$ cat config.mk
export PLATFORM = sky130hd
export DESIGN_NAME = fir_coef_loader_flat
export DESIGN_NICKNAME = d
export VERILOG_FILES = /design/src/rtl/fir_pkg.sv /design/src/rtl/fir_coef_loader_if.sv /design/src/rtl/fir_coef_buf.sv /design/src/rtl/fir_coef_loader.sv /design/src/flat_wrapper.sv
export SDC_FILE = /design/constraint.sdc
export NUM_CORES = 2
export LEC_CHECK = 0
export BUFFER_PORTS_ARGS = -buffer_cell sky130_fd_sc_hd__buf_4
export CAP_MARGIN = 20
export CORE_UTILIZATION = 50
export DETAILED_ROUTE_END_ITERATION = 10
export GPL_TIMING_DRIVEN = 0
export PLACE_DENSITY = 0.78
export SKIP_LAST_GASP = 1
export SYNTH_ARGS = -nofsm -noshare
export SYNTH_HDL_FRONTEND = slang
export SYNTH_SLANG_ARGS = --single-unit
export TNS_END_PERCENT = 5
$ cat constraint.sdc
create_clock -name clk -period 7.75 [get_ports clk]
set_input_delay 1.55 -clock clk [delete_from_list [all_inputs] [get_ports clk]]
set_output_delay 1.55 -clock clk [all_outputs]
set_load 0.01 [all_outputs]
$ cat src/rtl/fir_pkg.sv
// Shared definitions for the FIR coefficient loader: coefficient width,
// the filter's reset tap value and the loader state encoding.
package fir_pkg;

    localparam int COEF_W = 25;

    // Matches the tap value the filter itself comes out of reset with.
    localparam logic [COEF_W-1:0] COEF_DEFAULT = 25'h0000080;

    typedef enum logic {
        IDLE = 1'b0,
        LOAD = 1'b1
    } load_state_e;

endpackage

$ cat src/rtl/fir_coef_loader_if.sv
// CPU-side buffer access plus the filter configuration stream of the loader,
// bundled so the loader and its host/filter see one connection.
interface fir_coef_loader_if #(
    parameter int MAX_LEN = 64,
    parameter int COEF_W  = fir_pkg::COEF_W
);
    localparam int AW = (MAX_LEN > 1) ? $clog2(MAX_LEN) : 1;

    logic              wr_en;
    logic [AW-1:0]     wr_addr;
    logic [COEF_W-1:0] wr_data;
    logic [AW-1:0]     rd_addr;
    logic [COEF_W-1:0] rd_data;
    logic              start;
    logic              abort;
    logic [31:0]       filt_len;
    logic [COEF_W-1:0] cfg_din;
    logic              cfg_ce;
    logic              busy;
    logic              done;
    logic              err;

    // Handshake: start is a single-cycle request with no ready; it is taken
    // only while busy is low. cfg_ce is a valid with no back-pressure: the
    // filter accepts exactly one cfg_din word on every cycle cfg_ce is high.
    modport master (
        output wr_en, wr_addr, wr_data, rd_addr, start, abort, filt_len,
        input  rd_data, cfg_din, cfg_ce, busy, done, err
    );

    modport slave (
        input  wr_en, wr_addr, wr_data, rd_addr, start, abort, filt_len,
        output rd_data, cfg_din, cfg_ce, busy, done, err
    );

endinterface

$ cat src/rtl/fir_coef_buf.sv
// Coefficient register file: one write port, two combinational read ports,
// asynchronously reset to the filter's default tap value.
module fir_coef_buf #(
    parameter int MAX_LEN = 64,
    parameter int COEF_W  = fir_pkg::COEF_W,
    parameter logic [COEF_W-1:0] RST_VAL = COEF_W'(fir_pkg::COEF_DEFAULT),
    localparam int AW = (MAX_LEN > 1) ? $clog2(MAX_LEN) : 1
) (
    input  logic              clk_i,
    input  logic              rst_ni,
    input  logic              we_i,
    input  logic [AW-1:0]     waddr_i,
    input  logic [COEF_W-1:0] wdata_i,
    input  logic [AW-1:0]     raddr_a_i,
    output logic [COEF_W-1:0] rdata_a_o,
    input  logic [AW-1:0]     raddr_b_i,
    output logic [COEF_W-1:0] rdata_b_o
);

    logic [COEF_W-1:0] mem_q [MAX_LEN];

    always_ff @(posedge clk_i or negedge rst_ni) begin
        if (!rst_ni) begin
            for (int i = 0; i < MAX_LEN; i++) begin
                mem_q[i] <= RST_VAL;
            end
        end else if (we_i) begin
            mem_q[waddr_i] <= wdata_i;
        end
    end

    assign rdata_a_o = mem_q[raddr_a_i];
    assign rdata_b_o = mem_q[raddr_b_i];

endmodule

$ cat src/rtl/fir_coef_loader.sv
// Streams buffered coefficients into the filter's shift chain, highest tap
// first, so that h[0] is the last word shifted in and ends up on tap 1.
module fir_coef_loader
    import fir_pkg::*;
#(
    parameter int MAX_LEN = 64,
    parameter int COEF_W  = fir_pkg::COEF_W
) (
    input  logic             clk,
    input  logic             reset,
    fir_coef_loader_if.slave bus,
    output load_state_e      dbg_state_o
);

    localparam int AW = (MAX_LEN > 1) ? $clog2(MAX_LEN) : 1;

    load_state_e       state_q;
    logic [AW-1:0]     cnt_q;
    logic [AW-1:0]     cnt_d;
    logic              cfg_ce_q;
    logic [COEF_W-1:0] cfg_din_q;
    logic              done_q;
    logic              err_q;

    logic              len_ok;
    logic              start_go;
    logic              buf_we;
    logic [AW-1:0]     first_idx;
    logic [AW-1:0]     ld_addr;
    logic [COEF_W-1:0] ld_data;
    logic [COEF_W-1:0] first_word;

    assign len_ok    = (bus.filt_len != 32'd0) && (bus.filt_len <= 32'(MAX_LEN));
    assign start_go  = (state_q == IDLE) && bus.start && !bus.abort;
    assign buf_we    = (state_q == IDLE) && bus.wr_en;
    assign first_idx = AW'(bus.filt_len - 32'd1);
    assign cnt_d     = cnt_q - AW'(1);
    assign ld_addr   = (state_q == IDLE) ? first_idx : cnt_d;

    // A write landing on the first word in the start cycle is forwarded,
    // since the buffer itself only updates at that same edge.
    assign first_word = (buf_we && (bus.wr_addr == first_idx)) ? bus.wr_data : ld_data;

    fir_coef_buf #(
        .MAX_LEN (MAX_LEN),
        .COEF_W  (COEF_W)
    ) u_buf (
        .clk_i     (clk),
        .rst_ni    (reset),
        .we_i      (buf_we),
        .waddr_i   (bus.wr_addr),
        .wdata_i   (bus.wr_data),
        .raddr_a_i (ld_addr),
        .rdata_a_o (ld_data),
        .raddr_b_i (bus.rd_addr),
        .rdata_b_o (bus.rd_data)
    );

    always_ff @(posedge clk or negedge reset) begin
        if (!reset) begin
            state_q   <= IDLE;
            cnt_q     <= '0;
            cfg_ce_q  <= 1'b0;
            cfg_din_q <= '0;
            done_q    <= 1'b0;
            err_q     <= 1'b0;
        end else begin
            done_q <= 1'b0;
            err_q  <= 1'b0;
            case (state_q)
                IDLE: begin
                    cfg_ce_q <= 1'b0;
                    if (start_go) begin
                        if (len_ok) begin
                            state_q   <= LOAD;
                            cnt_q     <= first_idx;
                            cfg_ce_q  <= 1'b1;
                            cfg_din_q <= first_word;
                        end else begin
                            err_q <= 1'b1;
                        end
                    end
                end
                LOAD: begin
                    // cnt_q is the index of the word currently on cfg_din.
                    if (bus.abort || (cnt_q == '0)) begin
                        state_q  <= IDLE;
                        cfg_ce_q <= 1'b0;
                        done_q   <= !bus.abort;
                    end else begin
                        cnt_q     <= cnt_d;
                        cfg_ce_q  <= 1'b1;
                        cfg_din_q <= ld_data;
                    end
                end
                default: state_q <= IDLE;
            endcase
        end
    end

    assign bus.cfg_ce   = cfg_ce_q;
    assign bus.cfg_din  = cfg_din_q;
    assign bus.busy     = (state_q == LOAD);
    assign bus.done     = done_q;
    assign bus.err      = err_q;
    assign dbg_state_o  = state_q;

endmodule
$ cat src/flat_wrapper.sv
// flat-port wrapper written by rule: the top's interface ports become plain ports
module fir_coef_loader_flat import fir_pkg::*;
#(
    parameter int MAX_LEN = 64,
    parameter int COEF_W  = fir_pkg::COEF_W
)
  (clk, reset, dbg_state_o, bus_wr_en, bus_wr_addr, bus_wr_data, bus_rd_addr, bus_start, bus_abort, bus_filt_len, bus_rd_data, bus_cfg_din, bus_cfg_ce, bus_busy, bus_done, bus_err);
  fir_coef_loader_if #(.MAX_LEN(MAX_LEN), .COEF_W(COEF_W)) bus_i ();
  input  logic clk;
  input  logic reset;
  output load_state_e dbg_state_o;
  input wire logic [$bits(bus_i.wr_en)-1:0] bus_wr_en;
  input wire logic [$bits(bus_i.wr_addr)-1:0] bus_wr_addr;
  input wire logic [$bits(bus_i.wr_data)-1:0] bus_wr_data;
  input wire logic [$bits(bus_i.rd_addr)-1:0] bus_rd_addr;
  input wire logic [$bits(bus_i.start)-1:0] bus_start;
  input wire logic [$bits(bus_i.abort)-1:0] bus_abort;
  input wire logic [$bits(bus_i.filt_len)-1:0] bus_filt_len;
  output wire logic [$bits(bus_i.rd_data)-1:0] bus_rd_data;
  output wire logic [$bits(bus_i.cfg_din)-1:0] bus_cfg_din;
  output wire logic [$bits(bus_i.cfg_ce)-1:0] bus_cfg_ce;
  output wire logic [$bits(bus_i.busy)-1:0] bus_busy;
  output wire logic [$bits(bus_i.done)-1:0] bus_done;
  output wire logic [$bits(bus_i.err)-1:0] bus_err;
  assign bus_i.wr_en = bus_wr_en;
  assign bus_i.wr_addr = bus_wr_addr;
  assign bus_i.wr_data = bus_wr_data;
  assign bus_i.rd_addr = bus_rd_addr;
  assign bus_i.start = bus_start;
  assign bus_i.abort = bus_abort;
  assign bus_i.filt_len = bus_filt_len;
  assign bus_rd_data = bus_i.rd_data;
  assign bus_cfg_din = bus_i.cfg_din;
  assign bus_cfg_ce = bus_i.cfg_ce;
  assign bus_busy = bus_i.busy;
  assign bus_done = bus_i.done;
  assign bus_err = bus_i.err;
  fir_coef_loader #(.MAX_LEN(MAX_LEN), .COEF_W(COEF_W)) u_core (.clk(clk), .reset(reset), .bus(bus_i), .dbg_state_o(dbg_state_o));
endmodule
* Word-level counts from Yosys, hierarchy flattened
Index checks and enable logic that the tools add are counted.
Word-level totals: register bits 1634, input port bits 74, output and inout bits 55
Operators by class: add/subtract/negate cells 2, magnitude comparators 5, equal/unequal tests 4, multiplexer cells 28, bitwise operators 4, reduce and logical (&&, ||, !) cells 11
Operator list (count):
- 1600-bit bitwise mux | 1
- 25-bit binary-select mux with 6-bit select | 2
- 25-bit 2-to-1 mux | 9
- 25-bit demux with 6-bit select | 1
- 25-bit case mux with 2 select lines | 1
- 32-bit by 7-bit <= comparator with 1-bit output, second input constant | 1
- 32-bit nonzero test | 1
- 6-bit 2-to-1 mux | 4
- 7-bit >= comparator, second input constant | 3
- 6-bit NOT with 7-bit output | 3
- 6-bit case mux with 2 select lines | 1
- 6-bit by 1-bit subtractor with 6-bit output, second input constant | 2
- 1-bit 2-to-1 mux | 8
- 7-bit by 1-bit less-than comparator with 1-bit output, second input constant | 1
- 6-bit == test | 1
- 1-bit logical AND | 6
- 6-bit zero test | 1
- 2-bit by 1-bit != test with 1-bit output, second input constant | 2
- 3-bit AND reduction | 1
- 2-bit != test, second input constant | 1
- 1-bit case mux with 2 select lines | 1
- 1-bit zero test | 1
- 1-bit logical OR | 1
- 1-bit NOT | 1

* Longest topological paths before layout
depth after elaboration 10, gate-level depth with buffers 14

* Cells and area by module
From an unflattened synthesis, not the netlist that was laid out.
Second synthesis, totals: cells, all modules 5959, area, all modules 89035.4 um^2
Modules (own cells, without submodules):
- fir_coef_buf | times used 1, cells each 5793, area an instance 86810.8 um^2
- fir_coef_loader | times used 1, cells each 166, area an instance 2224.6 um^2

* Worst setup path after synthesis
No wires, ideal clock.
path type in2out, start in bus_rd_addr[1], end out bus_rd_data[0], arrival 3.709 ns, slack 2.491 ns, stages 6, cell sequence clkbuf_1 -> clkbuf_1 -> buf_2 -> mux4_2 -> mux4_2 -> mux4_2
On the way: word-level cells in the longest chain between the ends 4
Ends and longest elaborated chain:
- start: declaration | line flat_wrapper.sv:15 | input wire logic [$bits(bus_i.rd_addr)-1:0] bus_rd_addr;
- 6-bit NOT with 7-bit output (not written as such) | line fir_coef_buf.sv:33 | assign rdata_b_o = mem_q[raddr_b_i];
- 25-bit binary-select mux with 6-bit select | line fir_coef_buf.sv:33
- 25-bit 2-to-1 mux (not written as such) (2 in a row) | line fir_coef_buf.sv:33
- end: declaration | line flat_wrapper.sv:19 | output wire logic [$bits(bus_i.rd_data)-1:0] bus_rd_data;
No other way between the ends. The select of a mux whose other input is x is not followed.

* Final worst setup path
start in bus_rd_addr[0], end out bus_rd_data[2]
Same word-level chain as after synthesis.

==> key figures <==
Run status
  • Outcome: finished clean

Drt
  • Initial DRC Count: a little under 9k
  • Number of vias per cell: about 6.8
  • Via count: roughly 63k
  • Drt total wl: about 310 mm
  • ANT nets after route: 0
  • # DRC: 0
  • WL per Instance: ~34 microns
  • TritonRoute pass-1 iters: 6

Clock network
  • Worst skew pair latency: between 0.8 and 0.9 ns
  • Post-CTS Setup Inserts: 0
  • Inserted Clock Buffers: between 150 and 200
  • Clk slew on worst S/H paths: ~0.060 ns
  • CTS max path bufs: 3
  • CTS root buf: clkbuf_16
  • Post-CTS sizing: 0
  • CTS tree: yes
  • Htree depth: 4
  • Clock Sinks: approximately 1.6k
  • Post-CTS Hold Fix Bufs: 0

Setup path
  • Critical path peak fanout: 10
  • WP data arrival: roughly 5.3 ns
  • Worst EP required: a little over 6 ns
  • CP Capture Type: primary output
  • Startpoint Class: input pin
  • Crit Path Class: in -> out

STA
  • Hold_ws: between 0.5 and 0.6 ns
  • Crit share post-route: between 80 and 90%
  • PnR worst setup slack: around 0.9 ns
  • Setup Viol. Count Final: 0
  • Worst slew pin tran: 1.23 ns
  • Hold Vio Cnt, Final: 0
  • Slew Limit Headroom: ~18%
  • TNS Setup: 0 ns
  • RSZ-0062 raised after global routing: false
  • F_max: roughly 150 MHz
  • Max-slew violations: 0
  • Tmin final: 6.85 ns
  • Clock Skew: 0.0263 ns

Pwr
  • Total chip power: between 20 and 25 mW
  • Pwr Density: 246 nW/um^2
  • VDD IR max: roughly 0.00017 V
  • Leakage power: 42.1 nW

Global route
  • Vias in the first global route: roughly 63k
  • Initial antenna violation count: 29
  • Global-route wire length before repair: between 400 and 500 mm
  • GRT Util Overall: a little over a third
  • Pin count of the biggest net entering global routing: around 190
  • Gr ovfl total: 0

Logic synthesis
  • Asr flop ratio synth: between 90% and 100%
  • Adder-Cell Fraction of Synth Area: less than 1%
  • Synth Area in Simple Gates: under 10%
  • Post-Synthesis Mean Instance Area: ~14 sq um
  • Mapped Nets: 6530
  • Multiplexer area fraction after synthesis: between 30 and 40%
  • Leading post-synthesis cells by cell area: dfrtp_1 45%, mux2_2 21%, mux4_2 17%, nand2_1 3.8%, clkbuf_1 1.9%
  • Largest family of logic cells by synthesized area: multiplexers
  • Top-area cell type share of the netlist area: 45.1%
  • Synth Area in Compound Gates: roughly 3%
  • Synthesis-stage register bit count: about 1.6k
  • Synth Cell Area: a little under 90000 sq um
  • Synth Instances: between 6k and 7k
  • Seq/Total Area, Yosys: roughly 47%
  • Post-synthesis xor/xnor area fraction: less than 1%
  • Dominant cell type by area after synthesis: dfrtp_1
  • Post-synth cell types: between 50 and 60
  • Synth Warn #: 0
  • Number of flops mapped to enable cells by yosys: 0
  • Most used DFF post-synth: dfrtp_1

Die
  • Initial core utilization: between 50 and 60%
  • Core Box Area: 172000 sq um
  • Row count: between 150 and 200
  • Die H: around 420 microns
  • Die ar.: between 150000 and 200000 sq um
  • # IOs: roughly 130
  • Die width: ~420 microns

Cells and area
  • Non-Filler Instances: 9235
  • Layout cell share with drive strength beyond 1: a little over two fifths
  • Commonest non-fill, non-tap cell in the layout: mux2_2
  • Fillcell total: ~14k
  • Layout Nets: between 6k and 7k
  • Most frequent cells in the layout: 1603 x mux2_2, 1570 x dfrtp_1, 893 x nand2_1, 675 x mux4_2, 483 x clkbuf_1
  • Syn-to-layout area delta: 11.8%

Run
  • Maxcap violations: 0

Placement
  • Hpwl dp: 238 mm
  • RD Place Congestion: 1.02
  • PortBufs: 93
  • Placed cells: around 9k
  • Place WS: around 0.76 ns

Worst hold path
  • Worst Hold Class: reg -> reg
==> path summary, 6_finish.rpt <==
check / from / end / slack, ns / depth (start not counted)
max in group asynchronous: reset / u_core.u_buf.mem_q[310]$_DFFE_PN0P_ / 3.96 / 5
min in group asynchronous: reset / u_core.u_buf.mem_q[1397]$_DFFE_PN0P_ / 0.60 / 1
worst max register to register: u_core.bus.busy$_DFF_PN0_ / u_core.bus.cfg_din[23]$_DFFE_PN0P_ / 2.93 / 9
worst min-delay path: u_core.u_buf.mem_q[194]$_DFFE_PN0P_ / u_core.u_buf.mem_q[194]$_DFFE_PN0P_ / 0.53 / 1
worst min register to register: u_core.u_buf.mem_q[194]$_DFFE_PN0P_ / u_core.u_buf.mem_q[194]$_DFFE_PN0P_ / 0.53 / 1
worst max-delay path: bus_rd_addr[0] / bus_rd_data[2] / 0.90 / 7
==> routing by layer <==
| metal | GRT usage [%] | share of wire, % | up-vias |
|---|---|---|---|
| met5 | 0 | 0.029 | - |
| met2 | 54.4 | 46 | 4137 |
| met4 | 21.4 | 6.7 | 14 |
| met3 | 10.9 | 11 | 1121 |
| li1 | - | - | 24860 |
| met1 | 44.5 | 37 | 32621 |
==> sequential cells by signal, summed over array words and instances (netlist names) <==
register	count
u_core.u_buf.mem_q	1600
u_core.bus.cfg_din	25
u_core.cnt_q	6
u_core.bus.busy	1
u_core.bus.done	1
u_core.bus.err	1
==> synth_stat cells, types with 20 or more instances <==
cell type and instances:
mux2_2 1603, dfrtp_1 1570, nand2_1 893, mux4_2 675, clkbuf_1 451, nand3_1 328, buf_2 155, mux2i_1 154
a31oi_1 100, a32oi_1 100, dfstp_2 64, a22oi_1 50, nor2_1 46, buf_1 36, nand4_1 32, o21ai_1 26
a41o_1 25, o41a_1 25, buf_4 20
==> cell families (layout without fill, tap and decap cells) <==
family | Yosys count | count (layout)
AOI/OAI and AO/OA | 343 | 343
xor gates and xnor gates | 12 | 12
adders and majority gates | 4 | 4
buffers and inverters | 674 | 1116
DFF | 1634 | 1634
muxes | 2432 | 2432
other | 0 | 31
and+or+nand+nor | 1353 | 1353
==> worst max-delay path: stages <==
cell and delay, ns:
clkbuf_1 0.26, clkbuf_1 0.85, buf_1 0.84, mux4_2 0.45
mux4_2 0.53, mux4_2 0.61, buf_4 0.20
==> power by group <==
| part | total [mW] | switching (mW) | internal [mW] |
|---|---|---|---|
| combinational | 4.57 | 2.36 | 2.22 |
| sequential | 10.6 | 0.959 | 9.68 |
| clock | 8.73 | 3.67 | 5.05 |
==> cell type report <==
cell class	count	area (sq um)	share of cell area [%]
Antenna cell	31	77.6	0.0796
Buffer	664	2780	2.85
Clock buffer	245	5070	5.20
Clock inverter	69	812	0.833
Inverter	10	37.5	0.0385
Multi-Input combinational cell	4144	43400	44.5
Sequential cell	1634	41000	42.1
Tap cell	2310	2890	2.97
Timing Repair Buffer	128	1400	1.43
==> through the flow <==
step / area, sq um / util, %
floorplan: 87200 / -
global placement: 90800 / 52.7
detailed placement: 91300 / 53.0
CTS: 97200 / 56.4
global route: 97400 / 56.5
finish: 97400 / 56.5
(Power assumes the default switching activity.)
